<file path="src/rtl/fifo_wptr_full.sv">
// Write-domain pointer, full flag and fill-level generator for the asynchronous FIFO.
// Optional registered almost_full output is enabled by defining ALMOST_FULL_EN.
module fifo_wptr_full #(
  parameter int unsigned ADDR_WIDTH = 6,
  parameter int unsigned AF_MARGIN  = 4
) (
  input  logic                  clk,
  input  logic                  rst_n,
  input  logic                  winc,
  input  logic [ADDR_WIDTH:0]   wq2_rptr,
  input  logic                  clr_ovf,
  output logic                  wen,
  output logic [ADDR_WIDTH-1:0] waddr,
  output logic [ADDR_WIDTH:0]   wptr,
  output logic                  wfull,
  output logic [ADDR_WIDTH:0]   wcount,
  output logic                  almost_full,
  output logic                  overflow
);

  localparam int unsigned PTR_W = ADDR_WIDTH + 1;
  localparam int unsigned DEPTH = 1 << ADDR_WIDTH;

  // The full comparison inverts the top two Gray bits, so at least two are needed.
  if (ADDR_WIDTH < 2 || AF_MARGIN < 1 || AF_MARGIN > DEPTH - 1) begin : g_bad_params
    $error("fifo_wptr_full: ADDR_WIDTH must be >= 2 and AF_MARGIN in 1..DEPTH-1");
  end

  logic [PTR_W-1:0] wbin_q,  wbin_d;
  logic [PTR_W-1:0] wptr_q,  wptr_d;
  logic [PTR_W-1:0] wcount_q, wcount_d;
  logic             wfull_q, wfull_d;
  logic             almost_full_q, almost_full_d;
  logic             overflow_q, overflow_d;
  logic [PTR_W-1:0] rbin_s;

  assign wen = winc & ~wfull_q;

  always_comb begin
    // NOTE: every always_comb output gets a default first so no path leaves it unassigned (no latch).
    rbin_s   = '0;
    wbin_d   = wbin_q;
    wptr_d   = wptr_q;
    wfull_d  = wfull_q;
    wcount_d = wcount_q;

    rbin_s[PTR_W-1] = wq2_rptr[PTR_W-1];
    for (int i = PTR_W - 2; i >= 0; i--) begin
      rbin_s[i] = rbin_s[i+1] ^ wq2_rptr[i];
    end

    wbin_d   = wbin_q + {{ADDR_WIDTH{1'b0}}, wen};
    wptr_d   = (wbin_d >> 1) ^ wbin_d;
    // Full when the next write pointer is one lap ahead of the synchronized read pointer.
    wfull_d  = (wptr_d == {~wq2_rptr[PTR_W-1:PTR_W-2], wq2_rptr[PTR_W-3:0]});
    wcount_d = wbin_d - rbin_s;
  end

  always_comb begin
    almost_full_d = 1'b0;
`ifdef ALMOST_FULL_EN
    almost_full_d = (wcount_d >= PTR_W'(DEPTH - AF_MARGIN));
`endif
  end

  // A rejected write sets the sticky bit even when clr_ovf is pulsed in the same cycle.
  assign overflow_d = (winc & wfull_q) | (overflow_q & ~clr_ovf);

  // NOTE: state uses non-blocking assignments so every flop samples pre-edge values.
  always_ff @(posedge clk or negedge rst_n) begin
    if (!rst_n) begin
      wbin_q        <= '0;
      wptr_q        <= '0;
      wfull_q       <= 1'b0;
      wcount_q      <= '0;
      almost_full_q <= 1'b0;
      overflow_q    <= 1'b0;
    end else begin
      wbin_q        <= wbin_d;
      wptr_q        <= wptr_d;
      wfull_q       <= wfull_d;
      wcount_q      <= wcount_d;
      almost_full_q <= almost_full_d;
      overflow_q    <= overflow_d;
    end
  end

  assign waddr       = wbin_q[ADDR_WIDTH-1:0];
  assign wptr        = wptr_q;
  assign wfull       = wfull_q;
  assign wcount      = wcount_q;
  assign almost_full = almost_full_q;
  assign overflow    = overflow_q;

endmodule

</file>
<file path="config.mk">
export PLATFORM = sky130hd
export DESIGN_NAME = fifo_wptr_full
export DESIGN_NICKNAME = d
export VERILOG_FILES = /design/src/rtl/fifo_wptr_full.sv
export SDC_FILE = /design/constraint.sdc
export NUM_CORES = 1
export LEC_CHECK = 0
export ABC_AREA = 0
export ABC_CLOCK_PERIOD_IN_PS = 2900
export BUFFER_PORTS_ARGS = -buffer_cell sky130_fd_sc_hd__buf_2
export CELL_PAD_IN_SITES_DETAIL_PLACEMENT = 0
export CELL_PAD_IN_SITES_GLOBAL_PLACEMENT = 1
export CORE_MARGIN = 10
export CORE_UTILIZATION = 39
export CTS_CLUSTER_SIZE = 28
export DETAILED_ROUTE_END_ITERATION = 16
export PLACE_DENSITY_LB_ADDON = 0.08
export SLEW_MARGIN = 20
export SYNTH_ARGS = -nofsm -noshare
export SYNTH_HDL_FRONTEND = slang
export SYNTH_SLANG_ARGS = --single-unit
</file>
<file path="constraint.sdc">
create_clock -name clk -period 2.9 [get_ports clk]
set_input_delay 0.145 -clock clk [delete_from_list [all_inputs] [get_ports clk]]
set_output_delay 0.145 -clock clk [all_outputs]
set_load 0.02 [all_outputs]
</file>
# Word-level counts from Yosys, hierarchy flattened

Index checks and enable logic that the tools add are counted.

Add/sub/neg operators: 2
Multipliers: 0
Divide/modulo/power cells: 0
Order comparisons: 0
Eq/ne operators: 1
Shift operators: 0
Muxes and demuxes: 0
Bitwise logic cells: 14
Reductions and logical operators: 0

Operators with widths:

| kind        | count |
|---|---|
| $add 7x1->7 | 1 |
| $eq 7x7->1  | 1 |
| $sub 7x7->7 | 1 |
| $xor 6x7->7 | 1 |
| $xor 1x1->1 | 6 |
| $and 1x1->1 | 3 |
| $not 1->1   | 2 |
| $not 2->2   | 1 |
| $or 1x1->1  | 1 |

Bits in registers: 23
Latch bits: 0
Bits in writable memories: 0
ROM bits: 0
Output and inout bits: 24
Logic and storage cells: 22
Memories kept: 0

# Logic depth before layout (Yosys ltp)

Gate-level depths: netlist of run 1.

Word-level depth: 7
Gate-level depth with buffers: 13
Mapped depth without buffers: 13

# Worst setup path after synthesis of run 1

OpenSTA, ideal clock, no wires.

Path type: register -> register
Start point: register wfull_q, in the netlist wfull
End point: register wcount_q[6], in the netlist wcount[6]
Setup time: 79 ps
Arrival time: 2746 ps
Required time: 2821 ps
Setup slack: 74 ps
Cell stages (with the launch flop): 12
Period minus slack after synthesis: 2826 ps
Path through: dfrtp_1 > nor2b_1 > ha_1 > ha_1 > xor2_1 > ha_1 > nor2b_1 > o21ai_0 > nand2b_1 > a21o_1 > a21oi_2 > xor2_1

Cells in the longest elaborated chain, start to end: 4

RTL lines:

| what                   | line | source |
|---|---|---|
| start, declared        | 32   | `logic wfull_q, wfull_d;` |
| start signal, assigned | 81   | `wfull_q <= wfull_d;` |
| $not 1->1              | 37   | `assign wen = winc & ~wfull_q;` |
| $and 1x1->1            | 37   |  |
| named net wen          | 12   | `output logic wen,` |
| $add 7x1->7            | 52   | `wbin_d = wbin_q + {{ADDR_WIDTH{1'b0}}, wen};` |
| named net wbin_d[2]    | 29   | `logic [PTR_W-1:0] wbin_q, wbin_d;` |
| $sub 7x7->7            | 56   | `wcount_d = wbin_d - rbin_s;` |
| named net wcount_d[6]  | 31   | `logic [PTR_W-1:0] wcount_q, wcount_d;` |
| end signal, assigned   | 82   | `wcount_q <= wcount_d;` |
| end, declared          | 31   |  |

The timed path passes the listed nets, and every way through them passes these cells.

# Final worst setup path of run 1

Start point: register wfull_q, in the netlist wfull
End point: register wcount_q[6], in the netlist wcount[6]

Cells in the longest elaborated chain, start to end: 4

RTL lines:

| what                  | line |
|---|---|
| $not 1->1             | 37 |
| $and 1x1->1           | 37 |
| $add 7x1->7           | 52 |
| named net wbin_d[2]   | 29 |
| $sub 7x7->7           | 56 |
| named net wcount_d[6] | 31 |

The timed path passes the listed nets, and every way through them passes these cells.

==> out/qor.yml, run 1 <==
fp.dieW_um: 74.7
cts_buffer_depth: 2
vias: 790
finalHoldViolations: 0
p_leak_nw: 0.741
io_buffers: 33
end_kind: "register"
path_clk_slew_ns: 0.13
p_int_mw: 1.08
crit_path_top_delay_cell: "dfrtp_1"
clock-sinks: 22
synthAdderAreaFrac_pct: 10.3
rsz0062_at_grt: "no"
fp.dieH_um: 74.7
placed_cell_area_sq_um: 1380
wl_per_cell_um: 13.4
clkPwrFrac_pct: 12.6
nets: 162
synth-simple-area-share_pct: 7.73
grt_pass1_wl_mm: 4.13
arrival_ns: 2.65
synth_cell_types: 21
synth.area.mux_share_pct: 0
place_congestion: 0.710
final_layout_size_suffix_gt1_share_pct: 31.2
ys.flop_type: "dfrtp_1"
hpwl_mm: 1.86
cts_buffers: 3
row_count: 19
p_sw_share_pct: 43.7
cts_tree: "built"
synthDominantCellAreaShare_pct: 47.3
grt_max_degree: 23
drt_iter0_markers: 30
clock_skew_ns: 0.00978
first_global_vias: 861
ys_seq_area_share_pct: 47.3
final-setup-viol-count: 0
slew_violations: 0
yosysMostFrequentCell: "dfrtp_1"
synthTopCellsByCount: "dfrtp_1 (22), xnor2_1 (14), xor2_1 (13)"
core-area_sq_um: 2810
worst-path-max-fanout: 3
finalCritPeriodShare_pct: 82.5
drv_cap: 0
placed_cells: 166
ys_top_cells_by_area: "dfrtp_1 (47%), xnor2_1 (11%), xor2_1 (9.8%)"
overflow: 0
grtUsageTotal_pct: 9.79
synth_cells: 101
power_mw: 1.91
p_sw_mw: 0.834
synth_edf_count: 0
power_density_nw_per_um2: 1320
yosysTopAreaCell: "dfrtp_1"
hold_class: "input port to register"
status: "finished, final reports clean"
crit_top_cell: "ha_1"
first_pass_iters: 4
diodes: 0
clk_latency_ns: 0.32
yosys_register_bits: 22
grt_busiest_layer: "met2"
synth_fp_nets: 121
die-area_sq_um: 5570
timing_worst_setup_path_type: "register to register"
netlist_area_sq_um: 1160
routed_wl_mm: 2.31
synth_compound_area_share_pct: 4.62
synthXorXnorAreaFrac_pct: 25.9
antenna_found_initial: 0
cts_root_buf: "clkbuf_4"
final_cells: 172
vias_per_cell: 4.59
met1_usage_pct: 11.8
syn_area_per_cell_sq_um: 11.5
async_flop_share_pct: 100
crit_path_max_incr_delay_ns: 0.42
fin_area_sq_um: 1450
met2_usage_pct: 14.7
crit_required_ns: 3.16
yosysWarnings: 0
synth_top_family_by_area: "XOR/XNOR gates"
crit_path_start_kind: "register"
ant_nets: 0
top_level_ports: 35
nFillCells: 279
p_seq_share_pct: 27.5
cts.htree.levels: 1
fmax_ghz: 0.418
holdWs_ns: 0.0561
cp_cell_sequence: "nor2b_1 -> ha_1 -> ha_1 -> xor2_1 -> ha_1 -> nor2b_1 -> o21ai_0 -> nand2b_1 -> a21o_1 -> a21oi_2 -> xor2_1"
grtUsageMet3_pct: 4.86
syn2layout_area_growth_pct: 24.4
tns_ns: 0
ir_worst_vdd_mv: 0.552
r2r_slack_ns: 0.51
drc: 0
finalCriticalPeriod_ns: 2.39
initial_core_util_pct: 41.5
power_frac_comb_pct: 60.0
-- cell usage in the layout, fill, tap and decap left out, types with 3 or more instances in the layout --
master,count
buf_2,33
dfrtp_1,22
xnor2_1,14
xor2_1,13
inv_1,10
ha_1,8
nand3_1,4
o21ai_0,4
nand2_1,4
nor2b_1,3
xnor2_2,3
nor2_1,3
clkbuf_4,3
-- power by group through the flow --
stage,logic [mW],registers (mW),clock network (mW)
final,1.14,0.525,0.240
after global routing,1.31,0.541,0.262
after CTS,1.17,0.526,0.249
after detailed placement,1.16,0.532,0
after global placement,1.16,0.529,0
after floorplan,0.660,0.715,0
-- final cells by class --
type	instances	area (sq um)	share of cell area [%]
Clock buffer	3	22.5	1.55
Clock inverter	1	30.0	2.07
Inverter	10	37.5	2.59
Multi-Input combinational cell	68	569	39.3
Sequential cell	22	551	38.0
Tap cell	31	38.8	2.68
Timing Repair Buffer	37	200	13.8
-- path summary, 6_finish.rpt --
kind	start	depth (start not counted)	end
setup / recovery	wfull	11	wcount[6]
min in group asynchronous	rst_n	2	wptr[1]
max in group asynchronous	rst_n	2	wbin_q[1]
hold / removal	winc	3	overflow
hold reg to reg	wfull	2	overflow
setup reg to reg	wfull	11	wcount[6]
-- per-layer routing --
metal  share of wire, %  wire length, um
met5                  0                0
met4                1.4               32
met3                9.3              215
met2                 44             1020
met1                 45             1050
-- metrics by stage --
step                util (%)  setup slack (ns)
global route            51.7             0.215
detailed placement      49.1             0.256
global placement        49.1             0.302
CTS                     51.7             0.454
finish                  51.7             0.506
floorplan                  -            0.0743
-- registers in the layout, indices dropped and copies added (netlist names) --
name      cells
overflow      1
wbin_q        7
wfull         1
wptr          6
wcount        7
-- kinds of logic after synthesis --
kind of cell               after synthesis
AOI/OAI and AO/OA                        9
xor gates and xnor gates                31
adders and majority gates                9
buffers and inverters                   11
DFF                                     22
other                                    1
and+or+nand+nor                         18
-- worst max-delay path: cells and delay by family (launching register included) --
family	cells	cell delay, ns
AO/OA/AOI/OAI	3	0.46
XOR/XNOR	2	0.38
adder cells (fa/ha/maj)	3	0.70
flip-flops	1	0.42
AND/OR/NAND/NOR	3	0.39
-- what timing repair did --
action	CTS	global route
hold buffers	2	0
gates resized for setup	0	0
hold endpoints to repair	23	0
buffers inserted	0	0
No activity file was read; power rests on OpenSTA's default activity.
==> run 2: changes to the inputs <==
--- a/config.mk
+++ b/config.mk
@@ -6,12 +6,12 @@
 export NUM_CORES = 1
 export LEC_CHECK = 0
 export ABC_AREA = 0
-export ABC_CLOCK_PERIOD_IN_PS = 2900
+export ABC_CLOCK_PERIOD_IN_PS = 2160
 export BUFFER_PORTS_ARGS = -buffer_cell sky130_fd_sc_hd__buf_2
 export CELL_PAD_IN_SITES_DETAIL_PLACEMENT = 0
 export CELL_PAD_IN_SITES_GLOBAL_PLACEMENT = 1
 export CORE_MARGIN = 10
-export CORE_UTILIZATION = 39
+export CORE_UTILIZATION = 35
 export CTS_CLUSTER_SIZE = 28
 export DETAILED_ROUTE_END_ITERATION = 16
 export PLACE_DENSITY_LB_ADDON = 0.08
==> constraint.sdc (replaced) <==
create_clock -name clk -period 2.16 [get_ports clk]
set_input_delay 0.108 -clock clk [delete_from_list [all_inputs] [get_ports clk]]
set_output_delay 0.108 -clock clk [all_outputs]
set_load 0.02 [all_outputs]
==> run 2 against run 1 <==
The run now ends with setup timing left. Non-clock buffer count rose by 19. Fmax rose by 11%. Largest power group unchanged. Clock-buffer cell count did not move. Sequential cell count did not move. Via count rose by 8.1%. Sequential power rose by 40%. Critical path type unchanged. Cell count rose by 19%. Worst setup slack got worse by 0.51 ns. Global-route usage fell by 1.0 points.
==> out/qor.yml, run 2 (synthesis gave the netlist of run 1 again) <==
grtUsageTotal_pct: 8.78
status: "finished with violations"
syn2layout_area_growth_pct: 50.3
wl_per_cell_um: 12.3
initial_core_util_pct: 37.2
drv_cap: 0
io_buffers: 33
cts_buffer_depth: 2
timing_worst_setup_path_type: "register to register"
holdWs_ns: 0.232
power_mw: 3.04
worst-path-max-fanout: 3
cts_buffers: 3
fp.dieH_um: 77.7
diodes: 0
nFillCells: 295
rsz0062_at_grt: "yes"
regArea_sq_um: 552
first_pass_iters: 3
grt_max_degree: 23
drt_iter0_markers: 39
arrival_ns: 2.40
fmax_ghz: 0.462
hpwl_mm: 2.04
multiInputGateArea_sq_um: 702
place_congestion: 0.703
cts_tree: "built"
row_count: 20
final-setup-viol-count: 1
path_clk_slew_ns: 0.12
final_cell_mix: "buf_2 (32), dfrtp_1 (21), buf_4 (20)"
finalHoldViolations: 0
overflow: 0
ant_nets: 0
crit_path_top_delay_cell: "dfrtp_2"
crit_path_start_kind: "register"
vias_per_cell: 4.19
first_global_vias: 908
nets: 181
clock_skew_ns: 0.00151
fp.dieW_um: 77.7
clock-sinks: 22
clk_latency_ns: 0.30
cts_root_buf: "clkbuf_4"
setup_slack_ns: -0.00226
crit_required_ns: 2.40
ir_worst_vdd_mv: 0.744
finalCriticalPeriod_ns: 2.16
die-area_sq_um: 6040
final_layout_size_suffix_gt1_share_pct: 49.4
vias: 854
drc: 0
crit_path_max_incr_delay_ns: 0.44
core-area_sq_um: 3130
end_kind: "register"
routed_wl_mm: 2.51
tns_ns: -0.00226
cts.htree.levels: 1
top_level_ports: 35
antenna_found_initial: 0
grt_pass1_wl_mm: 4.33
p_leak_nw: 0.857
finalCritPeriodShare_pct: 100
crit_top_cell: "ha_4"
hold_class: "input port to register"
layout_commonest_cell: "buf_2"
slew_violations: 0
violations: "setup timing"
cp_cell_sequence: "nor2b_4 -> ha_4 -> ha_4 -> xor2_4 -> ha_4 -> nor2b_4 -> o21ai_2 -> nand2b_1 -> a21o_1 -> a21oi_2 -> xor2_1"
power_density_nw_per_um2: 1730
[run 2: cell types whose count changed in the layout (fill, tap and decap cells not counted), moves of 2 or more]
cell,change
nor2b_4,+2
buf_4,+18
ha_1,-4
o21ai_0,-2
xor2_2,+3
nor2b_1,-2
ha_4,+3
xor2_1,-4
[run 2: where the power goes]
group          total, mW  switching [mW]  leakage, nW  internal, mW
sequential         0.735           0.114        0.266         0.621
combinational       1.99            1.02        0.563         0.972
clock              0.311           0.124       0.0279         0.187
total               3.04            1.26        0.857          1.78
[run 2: layout make-up]
type                            count  share of cell area, %
Multi-Input combinational cell     68                   40.1
Sequential cell                    22                   31.5
Timing Repair Buffer               56                   20.1
Tap cell                           44                   3.15
Inverter                           10                   2.14
Clock inverter                      1                   1.72
Clock buffer                        3                   1.29
[run 2: path summary, 6_finish.rpt]
| check | cells after the start | slack [ns] | from | endpoint |
|---|---|---|---|---|
| min in group asynchronous | 2 | 0.28 | rst_n | overflow |
| min | 5 | 0.23 | wq2_rptr[2] | wfull |
| min reg2reg | 2 | 0.54 | overflow | overflow |
| max reg2reg | 11 | -0.002 | wfull | wcount[6] |
| max in group asynchronous | 2 | 1.53 | rst_n | wfull |
| max | 11 | -0.002 | wfull | wcount[6] |
[run 2: per-stage QoR]
stage	utilization [%]	cells	setup slack, ns	instance area (sq um)
final	56.0	204	-0.00226	1750
after global routing	56.0	204	-0.151	1750
after CTS	53.9	200	-0.0245	1690
after detailed placement	51.1	192	-0.302	1600
after global placement	51.1	192	-0.292	1600
after floorplan	-	101	-0.127	1270
[run 2: timing repair]
action | CTS | global route
buffers inserted | 2 | 4
endpoints found under the hold margin | 23 | 1
pin swaps | 2 | 11
gates resized for setup | 0 | 8
endpoints found under the setup margin | 1 | 4
hold buffers | 2 | 1
[run 2: worst max-delay path, delay by kind of cell, from the launching register on]
kind | cells | cell delay (ns)
AO/OA/AOI/OAI | 3 | 0.43
XOR/XNOR | 2 | 0.35
adder cells (fa/ha/maj) | 3 | 0.55
AND/OR/NAND/NOR | 3 | 0.34
flip-flops | 1 | 0.44
[run 2: per-layer routing]
layer	up-vias	share of wire, %	GRT usage, %
li1	430	-	-
met1	404	43	10.5
met2	18	47	13.6
met3	2	8.7	3.80
met4	0	0.76	3.28
met5	-	0	0
